### config.mk
export PLATFORM = sky130hd
export DESIGN_NAME = jtag_dmi_master
export DESIGN_NICKNAME = d
export VERILOG_FILES = /design/src/rtl/jtag_dmi_pkg.sv /design/src/rtl/jtag_tck_gen.sv /design/src/rtl/jtag_dmi_master.sv
export SDC_FILE = /design/constraint.sdc
export NUM_CORES = 1
export LEC_CHECK = 0
export ABC_AREA = 1
export BUFFER_PORTS_ARGS = -buffer_cell sky130_fd_sc_hd__buf_2
export CORE_ASPECT_RATIO = 1.4
export CORE_UTILIZATION = 55
export CTS_CLUSTER_DIAMETER = 30
export DETAILED_ROUTE_END_ITERATION = 16
export GPL_ROUTABILITY_DRIVEN = 0
export PLACE_DENSITY = 0.78
export SYNTH_ARGS = -nofsm -noshare
export SYNTH_HDL_FRONTEND = slang
export SYNTH_HIERARCHICAL = 1
export SYNTH_SLANG_ARGS = --single-unit
### constraint.sdc
create_clock -name clk -period 3 [get_ports clk]
set_clock_uncertainty 0.2 [all_clocks]
set_input_delay 0 -clock clk [delete_from_list [all_inputs] [get_ports clk]]
set_output_delay 0 -clock clk [all_outputs]
set_load 0.005 [all_outputs]
### src/rtl/jtag_dmi_pkg.sv
// rtl/jtag_dmi_pkg.sv - shared types and constants for the JTAG DMI master
package jtag_dmi_pkg;

    typedef enum logic [1:0] {
        DMI_NOP   = 2'd0,
        DMI_READ  = 2'd1,
        DMI_WRITE = 2'd2
    } dmi_op_e;

    localparam logic [1:0] ST_SUCCESS = 2'd0;
    localparam logic [1:0] ST_FAILED  = 2'd2;
    localparam logic [1:0] ST_BUSY    = 2'd3;

    typedef enum logic [2:0] {
        S_TAP_RST,
        S_IR_LOAD,
        S_IDLE,
        S_SCAN_OP,
        S_SCAN_NOP,
        S_RESP
    } state_e;

    localparam logic [4:0] DMI_IR_DEFAULT = 5'h11;

    // DMI data register: {addr, 32-bit data, 2-bit op/status}
    function automatic int dmi_drw(input int abits);
        return abits + 34;
    endfunction

endpackage

### src/rtl/jtag_tck_gen.sv
// rtl/jtag_tck_gen.sv - TCK divider: low phase then high phase of CLK_DIV clk each
module jtag_tck_gen #(
    parameter int CLK_DIV = 2
) (
    input  logic clk,
    input  logic rst,
    input  logic run_i,
    output logic tck_rise_o,
    output logic tck_fall_o,
    output logic tck_o
);

    localparam int CW = $clog2(2 * CLK_DIV);

    logic [CW-1:0] cnt_q, cnt_d;
    logic          tck_q, tck_d;

    // tck_fall also closes a tick; the next tick's TMS/TDI launch on that edge
    assign tck_rise_o = run_i && (cnt_q == CW'(CLK_DIV - 1));
    assign tck_fall_o = run_i && (cnt_q == CW'(2 * CLK_DIV - 1));
    assign tck_o      = tck_q;

    always_comb begin
        cnt_d = cnt_q;
        tck_d = tck_q;
        if (!run_i) begin
            cnt_d = '0;
            tck_d = 1'b0;
        end else if (tck_fall_o) begin
            cnt_d = '0;
            tck_d = 1'b0;
        end else begin
            cnt_d = cnt_q + CW'(1);
            if (tck_rise_o) tck_d = 1'b1;
        end
    end

    always_ff @(posedge clk or negedge rst) begin
        if (!rst) begin
            cnt_q <= '0;
            tck_q <= 1'b0;
        end else begin
            cnt_q <= cnt_d;
            tck_q <= tck_d;
        end
    end

endmodule

### src/rtl/jtag_dmi_master.sv
// rtl/jtag_dmi_master.sv - turns DMI requests into TAP scans and returns the DMI result
module jtag_dmi_master
    import jtag_dmi_pkg::*;
#(
    parameter int                  ABITS      = 6,
    parameter int                  IR_WIDTH   = 5,
    parameter logic [IR_WIDTH-1:0] DMI_IR     = IR_WIDTH'(DMI_IR_DEFAULT),
    parameter int                  CLK_DIV    = 2,
    parameter int                  IDLE_TICKS = 1,
    parameter int                  RETRY_MAX  = 4
) (
    input  logic             clk,
    input  logic             rst,
    input  logic             req_valid_i,
    output logic             req_ready_o,
    input  logic [1:0]       req_op_i,
    input  logic [ABITS-1:0] req_addr_i,
    input  logic [31:0]      req_data_i,
    output logic             rsp_valid_o,
    output logic [1:0]       rsp_status_o,
    output logic [31:0]      rsp_data_o,
    output logic             tck_o,
    output logic             tms_o,
    output logic             tdi_o,
    input  logic             tdo_i
);

    localparam int DRW        = dmi_drw(ABITS);
    localparam int SCAN_TICKS = DRW + 5 + IDLE_TICKS;
    localparam int IR_TICKS   = IR_WIDTH + 7;
    localparam int TW         = $clog2((SCAN_TICKS > IR_TICKS ? SCAN_TICKS : IR_TICKS) + 1);
    localparam int RW         = $clog2(RETRY_MAX + 2);

    state_e              state_q, state_d;
    logic [TW-1:0]       tick_q, tick_d;
    logic [RW-1:0]       retry_q, retry_d;
    logic [DRW-1:0]      shift_q, shift_d;
    logic [ABITS-1:0]    addr_q, addr_d;
    logic                tms_q, tms_d, tdi_q, tdi_d;
    logic                rsp_valid_q, rsp_valid_d;
    logic [1:0]          rsp_status_q, rsp_status_d;
    logic [31:0]         rsp_data_q, rsp_data_d;
    logic                tck_rise, tck_fall, tck_run;
    logic                tick_last, in_scan, dr_shift, accept;
    logic [1:0]          op_sent;
    logic [DRW-1:0]      nop_word;
    logic [IR_WIDTH-1:0] ir_bits;

    assign tck_run  = (state_q != S_IDLE) && (state_q != S_RESP);
    assign in_scan  = (state_q == S_SCAN_OP) || (state_q == S_SCAN_NOP);
    assign dr_shift = in_scan && (tick_q >= TW'(3)) && (tick_q < TW'(3 + DRW));
    assign accept   = (state_q == S_IDLE) && req_valid_i;
    assign op_sent  = (req_op_i == DMI_READ || req_op_i == DMI_WRITE) ? req_op_i : DMI_NOP;
    assign nop_word = {addr_q, 32'h0, DMI_NOP};

    assign req_ready_o  = (state_q == S_IDLE);
    assign rsp_valid_o  = rsp_valid_q;
    assign rsp_status_o = rsp_status_q;
    assign rsp_data_o   = rsp_data_q;
    assign tms_o        = tms_q;
    assign tdi_o        = tdi_q;

    jtag_tck_gen #(.CLK_DIV(CLK_DIV)) u_tck_gen (
        .clk        (clk),
        .rst        (rst),
        .run_i      (tck_run),
        .tck_rise_o (tck_rise),
        .tck_fall_o (tck_fall),
        .tck_o      (tck_o)
    );

    always_ff @(posedge clk or negedge rst) begin
        if (!rst) begin
            state_q      <= S_TAP_RST;
            tick_q       <= '0;
            retry_q      <= '0;
            shift_q      <= '0;
            addr_q       <= '0;
            tms_q        <= 1'b1;
            tdi_q        <= 1'b1;
            rsp_valid_q  <= 1'b0;
            rsp_status_q <= ST_SUCCESS;
            rsp_data_q   <= '0;
        end else begin
            state_q      <= state_d;
            tick_q       <= tick_d;
            retry_q      <= retry_d;
            shift_q      <= shift_d;
            addr_q       <= addr_d;
            tms_q        <= tms_d;
            tdi_q        <= tdi_d;
            rsp_valid_q  <= rsp_valid_d;
            rsp_status_q <= rsp_status_d;
            rsp_data_q   <= rsp_data_d;
        end
    end

    always_comb begin
        tick_last = 1'b0;
        case (state_q)
            S_TAP_RST:              tick_last = (tick_q == TW'(7));
            S_IR_LOAD:              tick_last = (tick_q == TW'(IR_TICKS - 1));
            S_SCAN_OP, S_SCAN_NOP:  tick_last = (tick_q == TW'(SCAN_TICKS - 1));
            default:                tick_last = 1'b0;
        endcase
    end

    always_comb begin
        state_d = state_q;
        tick_d  = tick_q;
        retry_d = retry_q;
        shift_d = shift_q;
        addr_d  = addr_q;
        // TDO is captured on the same clk edge that raises TCK
        if (tck_rise && dr_shift) shift_d = {tdo_i, shift_q[DRW-1:1]};
        if (tck_fall) tick_d = tick_last ? '0 : tick_q + TW'(1);
        case (state_q)
            S_TAP_RST:  if (tck_fall && tick_last) state_d = S_IR_LOAD;
            S_IR_LOAD:  if (tck_fall && tick_last) state_d = S_IDLE;
            S_IDLE: begin
                if (req_valid_i) begin
                    state_d = S_SCAN_OP;
                    tick_d  = '0;
                    retry_d = '0;
                    addr_d  = req_addr_i;
                    shift_d = {req_addr_i, req_data_i, op_sent};
                end
            end
            S_SCAN_OP: begin
                if (tck_fall && tick_last) begin
                    state_d = S_SCAN_NOP;
                    shift_d = nop_word;
                end
            end
            S_SCAN_NOP: begin
                if (tck_fall && tick_last) begin
                    if (shift_q[1:0] == ST_BUSY && retry_q < RW'(RETRY_MAX)) begin
                        retry_d = retry_q + RW'(1);
                        shift_d = nop_word;
                    end else begin
                        state_d = S_RESP;
                    end
                end
            end
            S_RESP:     state_d = S_IDLE;
            default:    state_d = S_TAP_RST;
        endcase
    end

    always_comb begin
        tms_d        = tms_q;
        tdi_d        = tdi_q;
        ir_bits      = DMI_IR >> (tick_d - TW'(5));
        rsp_valid_d  = (state_q == S_RESP);
        rsp_status_d = rsp_status_q;
        rsp_data_d   = rsp_data_q;
        if (tck_fall || accept) begin
            tms_d = 1'b0;
            tdi_d = 1'b1;
            case (state_d)
                S_TAP_RST: tms_d = 1'b1;
                S_IR_LOAD: begin
                    if (tick_d < TW'(5)) begin
                        tms_d = (tick_d == TW'(1)) || (tick_d == TW'(2));
                    end else if (tick_d < TW'(5 + IR_WIDTH)) begin
                        tdi_d = ir_bits[0];
                        tms_d = (tick_d == TW'(4 + IR_WIDTH));
                    end else begin
                        tms_d = (tick_d == TW'(5 + IR_WIDTH));
                    end
                end
                S_SCAN_OP, S_SCAN_NOP: begin
                    if (tick_d < TW'(3)) begin
                        tms_d = (tick_d == TW'(0));
                    end else if (tick_d < TW'(3 + DRW)) begin
                        tdi_d = shift_d[0];
                        tms_d = (tick_d == TW'(2 + DRW));
                    end else begin
                        tms_d = (tick_d == TW'(3 + DRW));
                    end
                end
                default: tms_d = 1'b0;
            endcase
        end
        if (state_q == S_RESP) begin
            rsp_status_d = (shift_q[1:0] == 2'd1) ? ST_FAILED : shift_q[1:0];
            rsp_data_d   = shift_q[33:2];
        end
    end

endmodule

# Word-level counts from Yosys, hierarchy flattened
# Cells that the tools add are included.
dict set report word_totals {
  ff_bits 98
  in_bits 44
  output_inout_bits 39
  elab_cells 113
}
dict set report op_classes {
  n_addsub 4
  order_cmp 7
  n_eq_ne 29
  n_shift 1
  mux 39
  n_reduce_logical 21
}
# operator n
set op_table {}
lappend op_table {{two-way mux 40 bit} 5}
lappend op_table {{one-hot mux 40 bit (3 select lines)} 1}
lappend op_table {{two-way mux 3 bit} 9}
lappend op_table {{two-way mux 6 bit} 4}
lappend op_table {{== test 6 x 4 -> 1 bit, second input constant} 3}
lappend op_table {{== test 6 bit, second input constant} 3}
lappend op_table {{one-hot mux 3 bit (6 select lines)} 1}
lappend op_table {{< comparator 6 bit, second input constant} 2}
lappend op_table {{two-way mux 1 bit} 11}
lappend op_table {{== test 3 x 2 -> 1 bit, second input constant} 3}
lappend op_table {{== test 3 bit, second input constant} 3}
lappend op_table {{logical AND 1 bit} 9}
lappend op_table {{two-way mux 2 bit} 4}
lappend op_table {{adder 6 x 1 -> 6 bit, second input constant} 1}
lappend op_table {{== test 2 x 1 -> 1 bit, second input constant} 3}
lappend op_table {{== test 2 bit, second input constant} 3}
lappend op_table {{== test 3 x 1 -> 1 bit, second input constant} 2}
lappend op_table {{== test 6 x 1 -> 1 bit, second input constant} 1}
lappend op_table {{== test 6 x 2 -> 1 bit, second input constant} 1}
lappend op_table {{== test 6 x 3 -> 1 bit, second input constant} 1}
lappend op_table {{>= comparator 6 x 2 -> 1 bit, second input constant} 1}
lappend op_table {{zero test 3 bit} 2}
lappend op_table {{zero test 6 bit} 1}
lappend op_table {{< comparator 6 x 2 -> 1 bit, second input constant} 1}
lappend op_table {{other kinds (19)} 26}

# Depth between registers and ports, before layout
dict set report depth {
  ltp_word 12
  mapped_depth 23
  mapped_depth_nobuf 22
}

# Modules after synthesis
# The synthesis kept the hierarchy.
# module instances cells_each area_per_inst_um2 seq_area_each_um2
set by_module_without_submodules {}
lappend by_module_without_submodules {jtag_dmi_master 1 592 4789.6 2379.8}
lappend by_module_without_submodules {jtag_tck_gen 1 16 143.9 75.1}

# Least setup slack after synthesis
# No wires, ideal clock.
dict set report synth_path {
  path_kind {reg-to-reg}
  start {reg state_q[1]}
  end {reg tdi_q, in the netlist tdi_o}
  setup_ns 0.076
  arrival_time_ns 2.358
  setup_slack_ns 0.366
  stages_incl_launch_ff 23
  cell_sequence {dfrtp_1 inv_2 nor2_2 nand2_1 inv_2 nor2_1 nand2_1 inv_1 buf_4 nor2_1 a21oi_1 inv_1 ha_1 inv_1 nor2_1 nand2_1 nand2_1 nor2_1 nand2_1 nand2_1 nand2_1 nor2_1 nor2_1}
}
dict set report synth_via {
  elab_cells_between_ends 52
  cone_classes {add/sub (1); order compare (4); eq/ne (10); shift (1); mux (23); reduce/logical (13)}
}
# element line
set synth_lines {}
lappend synth_lines {{from (decl)} jtag_dmi_master.sv:34} ;# state_e state_q, state_d;
lappend synth_lines {{from (signal assigned)} jtag_dmi_master.sv:85} ;# state_q <= state_d;
lappend synth_lines {{== test 3 x 2 -> 1 bit *} -}
lappend synth_lines {{named net req_ready_o} jtag_dmi_master.sv:15} ;# output logic req_ready_o,
lappend synth_lines {{two-way mux 6 bit *} jtag_dmi_master.sv:117} ;# case (state_q)
lappend synth_lines {{named net tick_d[0]} jtag_dmi_master.sv:35} ;# logic [TW-1:0] tick_q, tick_d;
lappend synth_lines {{subtractor 6 x 3 -> 6 bit} jtag_dmi_master.sv:153} ;# ir_bits = DMI_IR >> (tick_d - TW'(5));
lappend synth_lines {{right shift 5 x 6 -> 1 bit} jtag_dmi_master.sv:153}
lappend synth_lines {{two-way mux 1 bit} jtag_dmi_master.sv:165} ;# end else if (tick_d < TW'(5 + IR_WIDTH)) begin
lappend synth_lines {{two-way mux 1 bit} jtag_dmi_master.sv:163} ;# if (tick_d < TW'(5)) begin
lappend synth_lines {{one-hot mux 1 bit (2 select lines) *} jtag_dmi_master.sv:160} ;# case (state_d)
lappend synth_lines {{to (signal assigned)} jtag_dmi_master.sv:91} ;# tdi_q <= tdi_d;
lappend synth_lines {{to (decl)} jtag_dmi_master.sv:39} ;# logic tms_q, tms_d, tdi_q, tdi_d;
# Mark *: on every way through the listed nets, which the timed path passes. The rest lies on a longest branch.
# A chain may end at the register's enable or synchronous reset.

# Final worst setup path
dict set report layout_path {
  start {reg state_q[1]}
  end {reg tms_q, in the netlist tms_o}
}
dict set report layout_via {
  elab_cells_between_ends 48
  cone_classes {order compare (4); eq/ne (16); mux (17); reduce/logical (11)}
}
# element line
set layout_lines {}
lappend layout_lines {{!= test 3 x 2 -> 1 bit / != test 3 bit (equally long branches)} jtag_dmi_master.sv:49} ;# assign tck_run = (state_q != S_IDLE) && (state_q != S_RESP);
lappend layout_lines {{logical AND 1 bit *} jtag_dmi_master.sv:49}
lappend layout_lines {{named net tck_run} jtag_dmi_master.sv:43} ;# logic tck_rise, tck_fall, tck_run;
lappend layout_lines {{logical AND 1 bit *} jtag_tck_gen.sv:20} ;# assign tck_fall_o = run_i && (cnt_q == CW'(2 * CLK_DIV - 1));
lappend layout_lines {{named net tck_fall} jtag_dmi_master.sv:43}
lappend layout_lines {{two-way mux 6 bit} jtag_dmi_master.sv:116} ;# if (tck_fall) tick_d = tick_last ? '0 : tick_q + TW'(1);
lappend layout_lines {{two-way mux 6 bit} jtag_dmi_master.sv:121} ;# if (req_valid_i) begin
lappend layout_lines {{two-way mux 6 bit} jtag_dmi_master.sv:117}
lappend layout_lines {{< comparator 6 bit (tied with other cells)} jtag_dmi_master.sv:175} ;# end else if (tick_d < TW'(3 + DRW)) begin
lappend layout_lines {{two-way mux 1 bit (tied with other cells)} jtag_dmi_master.sv:175}
lappend layout_lines {{two-way mux 1 bit, on equally long branches} {jtag_dmi_master.sv:173, jtag_dmi_master.sv:163}}
lappend layout_lines {{one-hot mux 1 bit (3 select lines)} jtag_dmi_master.sv:160}
lappend layout_lines {{to (signal assigned)} jtag_dmi_master.sv:90} ;# tms_q <= tms_d;
lappend layout_lines {{to (decl)} jtag_dmi_master.sv:39}
# Marks and branches as above.

==> impl_metrics.json <==
{
  "start_util_pct": 57.0,
  "synthDistinctLibCells": 35,
  "cp_slowest_cell": "dfrtp_1",
  "wl_per_cell_um": 14.6,
  "multi_input_area_um2": 2090,
  "cts-root-buf": "clkbuf_16",
  "fp.dieW_um": 82.0,
  "dp_hpwl_um": 8060,
  "syn_nets": 661,
  "worst_slew_pin_slew_ps": 767,
  "synth.avg_cell_area_um2": 8.11,
  "met2WireLength_um": 6470,
  "synthCells": 608,
  "cp-start-kind": "register",
  "period_needed_ps": 2860,
  "dr.pass1.iters": 5,
  "pre_cts_slack_ps": 104,
  "drc": 0,
  "finalSetupTns_ps": 0,
  "critPathKind": "reg2reg",
  "arrival_ps": 2940,
  "cpPeakStageDelay_ps": 410,
  "seqCellArea_um2": 2460,
  "ys.flop_type": "dfrtp_1",
  "crit_path_frequent_cell": "nand2_1",
  "grt_pass1_vias": 4417,
  "worstPathRequired_ps": 3080,
  "cts_made_buffers": 9,
  "synth_area_um2": 4930,
  "boundaryPins": 83,
  "synthArstFlopShare_pct": 100,
  "dieArea_um2": 9360,
  "drt_iter0_drc": 296,
  "power.leakage_nw": 3.13,
  "wl_met3_um": 500,
  "final_layout_size_suffix_gt1_share_pct": 22.3,
  "status": "finished, final reports clean",
  "maxCapViolations": 0,
  "grt_pass1_wl_um": 19800,
  "setup_viol": 0,
  "antenna_found_initial": 0,
  "power.density_nw_per_um2": 500,
  "cts_setup_buffers": 0,
  "yosys_warnings": 6,
  "relSlewSlack_pct": 48.9,
  "cts.sinks": 98,
  "synth-edff-count": 0,
  "post-route-period-util_pct": 95.4,
  "worstPathMaxFanout": 7,
  "track_usage_pct": 27.7,
  "hp-class": "in2reg",
  "fin_ws_ps": 138,
  "ys_seq_area_share_pct": 49.8,
  "holdWs_ps": 23.4,
  "drtAntennaViolNets": 0,
  "highest-signal-layer": "met4",
  "area_growth_pct": 26.4,
  "num_rows": 40,
  "tritoncts": "done",
  "cts_max_level": 3,
  "wl_met1_um": 4790,
  "vias_per_cell": 5.38,
  "fill_cells": 649,
  "vias": 4502,
  "cts.reportedPaths.clkPinSlew_ps": 70,
  "antenna_cells": 0,
  "drv_slew": 0,
  "die_y_um": 114,
  "end_kind": "register",
  "finalHoldViolCount": 0,
  "synth-seq-cells": 98,
  "crit_family": "simple AND/OR/NAND/NOR gates",
  "port_buffers": 82,
  "wl_um": 12200,
  "crit_buf_inv": 5,
  "insertion_delay_ps": 340,
  "grt_max_degree": 68,
  "nets": 780,
  "clock_path_buffers": 2,
  "max_freq_mhz": 349,
  "fp.coreArea_um2": 8660,
  "cp_cell_sequence": "inv_2 > nor2_2 > nand2_1 > inv_2 > nor2_2 > nand2_1 > inv_2 > nand2_1 > nor3_1 > nor3_4 > o21ai_2 > inv_1 > nand2_1 > nand2_1 > o21ai_1 > inv_1 > nand2_1 > nand2_1 > nand2_1 > nand2_1",
  "peakVddDrop_mv": 0.516,
  "grt.overflow.total": 0
}
==> cell usage in the layout, fill, tap and decap left out, types with 2 or more instances in the layout <==
master,synthesis,layout
nand2_1,160,160
o21ai_0,100,100
dfrtp_1,96,95
buf_2,4,81
inv_1,75,73
dlygate4sd3_1,0,43
nor2_1,34,30
nand3_1,17,15
o21ai_2,10,13
buf_4,3,10
nand4_1,9,9
ha_1,9,9
clkbuf_16,0,9
nor2_2,5,8
a21oi_1,9,8
nand2_2,7,7
inv_2,5,6
mux2i_1,6,6
o221ai_1,6,6
nand3_2,3,5
o21ai_1,7,4
nor3_1,4,4
nand2_4,3,3
nand3b_1,2,2
a21oi_2,2,2
clkinvlp_4,0,2
clkinv_2,0,2
buf_12,0,2
dfstp_2,2,2
==> timing repair <==
item / 4_1_cts / 5_1_grt
setup endpoints to repair: 0 / 4
resized for setup: 0 / 14
hold endpoints to repair: 108 / 0
hold buffers: 43 / 0
==> through the flow <==
step	total power (W)	cells	utilization [%]	area [um2]
2_1_floorplan	0.00176	608	-	4930
3_3_place_gp	0.00190	778	63.0	5450
3_5_place_dp	0.00192	778	63.0	5450
4_1_cts	0.00312	837	71.5	6190
5_1_grt	0.00326	837	72.0	6240
6_report	0.00312	837	72.0	6240
==> path summary, 6_finish.rpt <==
path	from	endpoint	slack, ps	depth (start not counted)
max	state_q[1]$_DFF_PN0_	tms_o$_DFFE_PN1P_	140	20
min	req_op_i[0]	shift_q[0]$_DFF_PN0_	20	7
max reg2reg	state_q[1]$_DFF_PN0_	tms_o$_DFFE_PN1P_	140	20
min reg2reg	u_tck_gen/cnt_q[0]$_DFF_PN0_	u_tck_gen/cnt_q[0]$_DFF_PN0_	270	1
max in group asynchronous	rst	tdi_o$_DFFE_PN1P_	1680	3
min in group asynchronous	rst	rsp_data_o[8]$_DFFE_PN0P_	80	2
==> cell families after synthesis <==
group | after synthesis | synth area share, %
buffers and inverters | 109 | 9.13
AND/OR/NAND/NOR | 249 | 22.2
multiplexers | 6 | 1.22
AO/OA/AOI/OAI | 136 | 15.3
XOR/XNOR | 1 | 0.178
adder cells (fa/ha/maj) | 9 | 2.28
flip-flops | 98 | 49.8
==> area by class of cell <==
class,count,area share (%)
clock buffers,10,3.83
clock inverters,6,1.02
inverters,81,4.91
multi-input cells,401,33.5
flip-flops and latches,98,39.4
well taps,105,2.11
repair buffers,136,15.2
==> worst register-to-register path: stages, from the launching register on <==
cell and delay [ps]:
dfrtp_1 410, inv_2 120, nor2_2 50, nand2_1 110, inv_2 80, nor2_2 150, nand2_1 90, inv_2 130
nand2_1 100, nor3_1 360, nor3_4 110, o21ai_2 250, inv_1 80, nand2_1 90, nand2_1 70, o21ai_1 140
inv_1 50, nand2_1 70, nand2_1 50, nand2_1 50, nand2_1 50
==> synthesized netlist by cell type (2+ instances only) <==
library cell  instances  area, um2
a21oi_1               9       45.0
a21oi_2               2       17.5
buf_2                 4       20.0
buf_4                 3       22.5
buf_6                 3       33.8
clkbuf_1             18       67.6
dfrtp_1              96       2400
dfstp_2               2       52.6
ha_1                  9        113
inv_1                75        282
inv_2                 5       18.8
mux2i_1               6       60.1
nand2_1             160        601
nand2_2               7       43.8
nand2_4               3       33.8
nand3_1              17       85.1
nand3_2               3       30.0
nand3b_1              2       15.0
nand4_1               9       56.3
nor2_1               34        128
nor2_2                5       31.3
nor3_1                4       20.0
o21ai_0             100        500
o21ai_1               7       35.0
o21ai_2              10       87.6
o221ai_1              6       52.6
==> flip-flops by register name, summed over array words and instances (netlist names), 2 cells and up <==
name and cells:
shift_q 40, retry_q 3, addr_q 6, state_q 3, tick_q 6, rsp_status_o 2
rsp_data_o 32, u_tck_gen/cnt_q 2
==> power by group <==
part,internal (W),switching (W)
Sequential,0.00144,0.0000622
Combinational,0.000191,0.000255
Clock,0.000669,0.000498
Total,0.00230,0.000816
==> routing by layer <==
layer  up-vias  GRT usage [%]
met2       158           48.3
met5         -              0
met4         0           14.4
met3        42           3.59
li1       2179              -
met1      2123           32.6
Note: power is estimated with default switching activity, not from simulation.
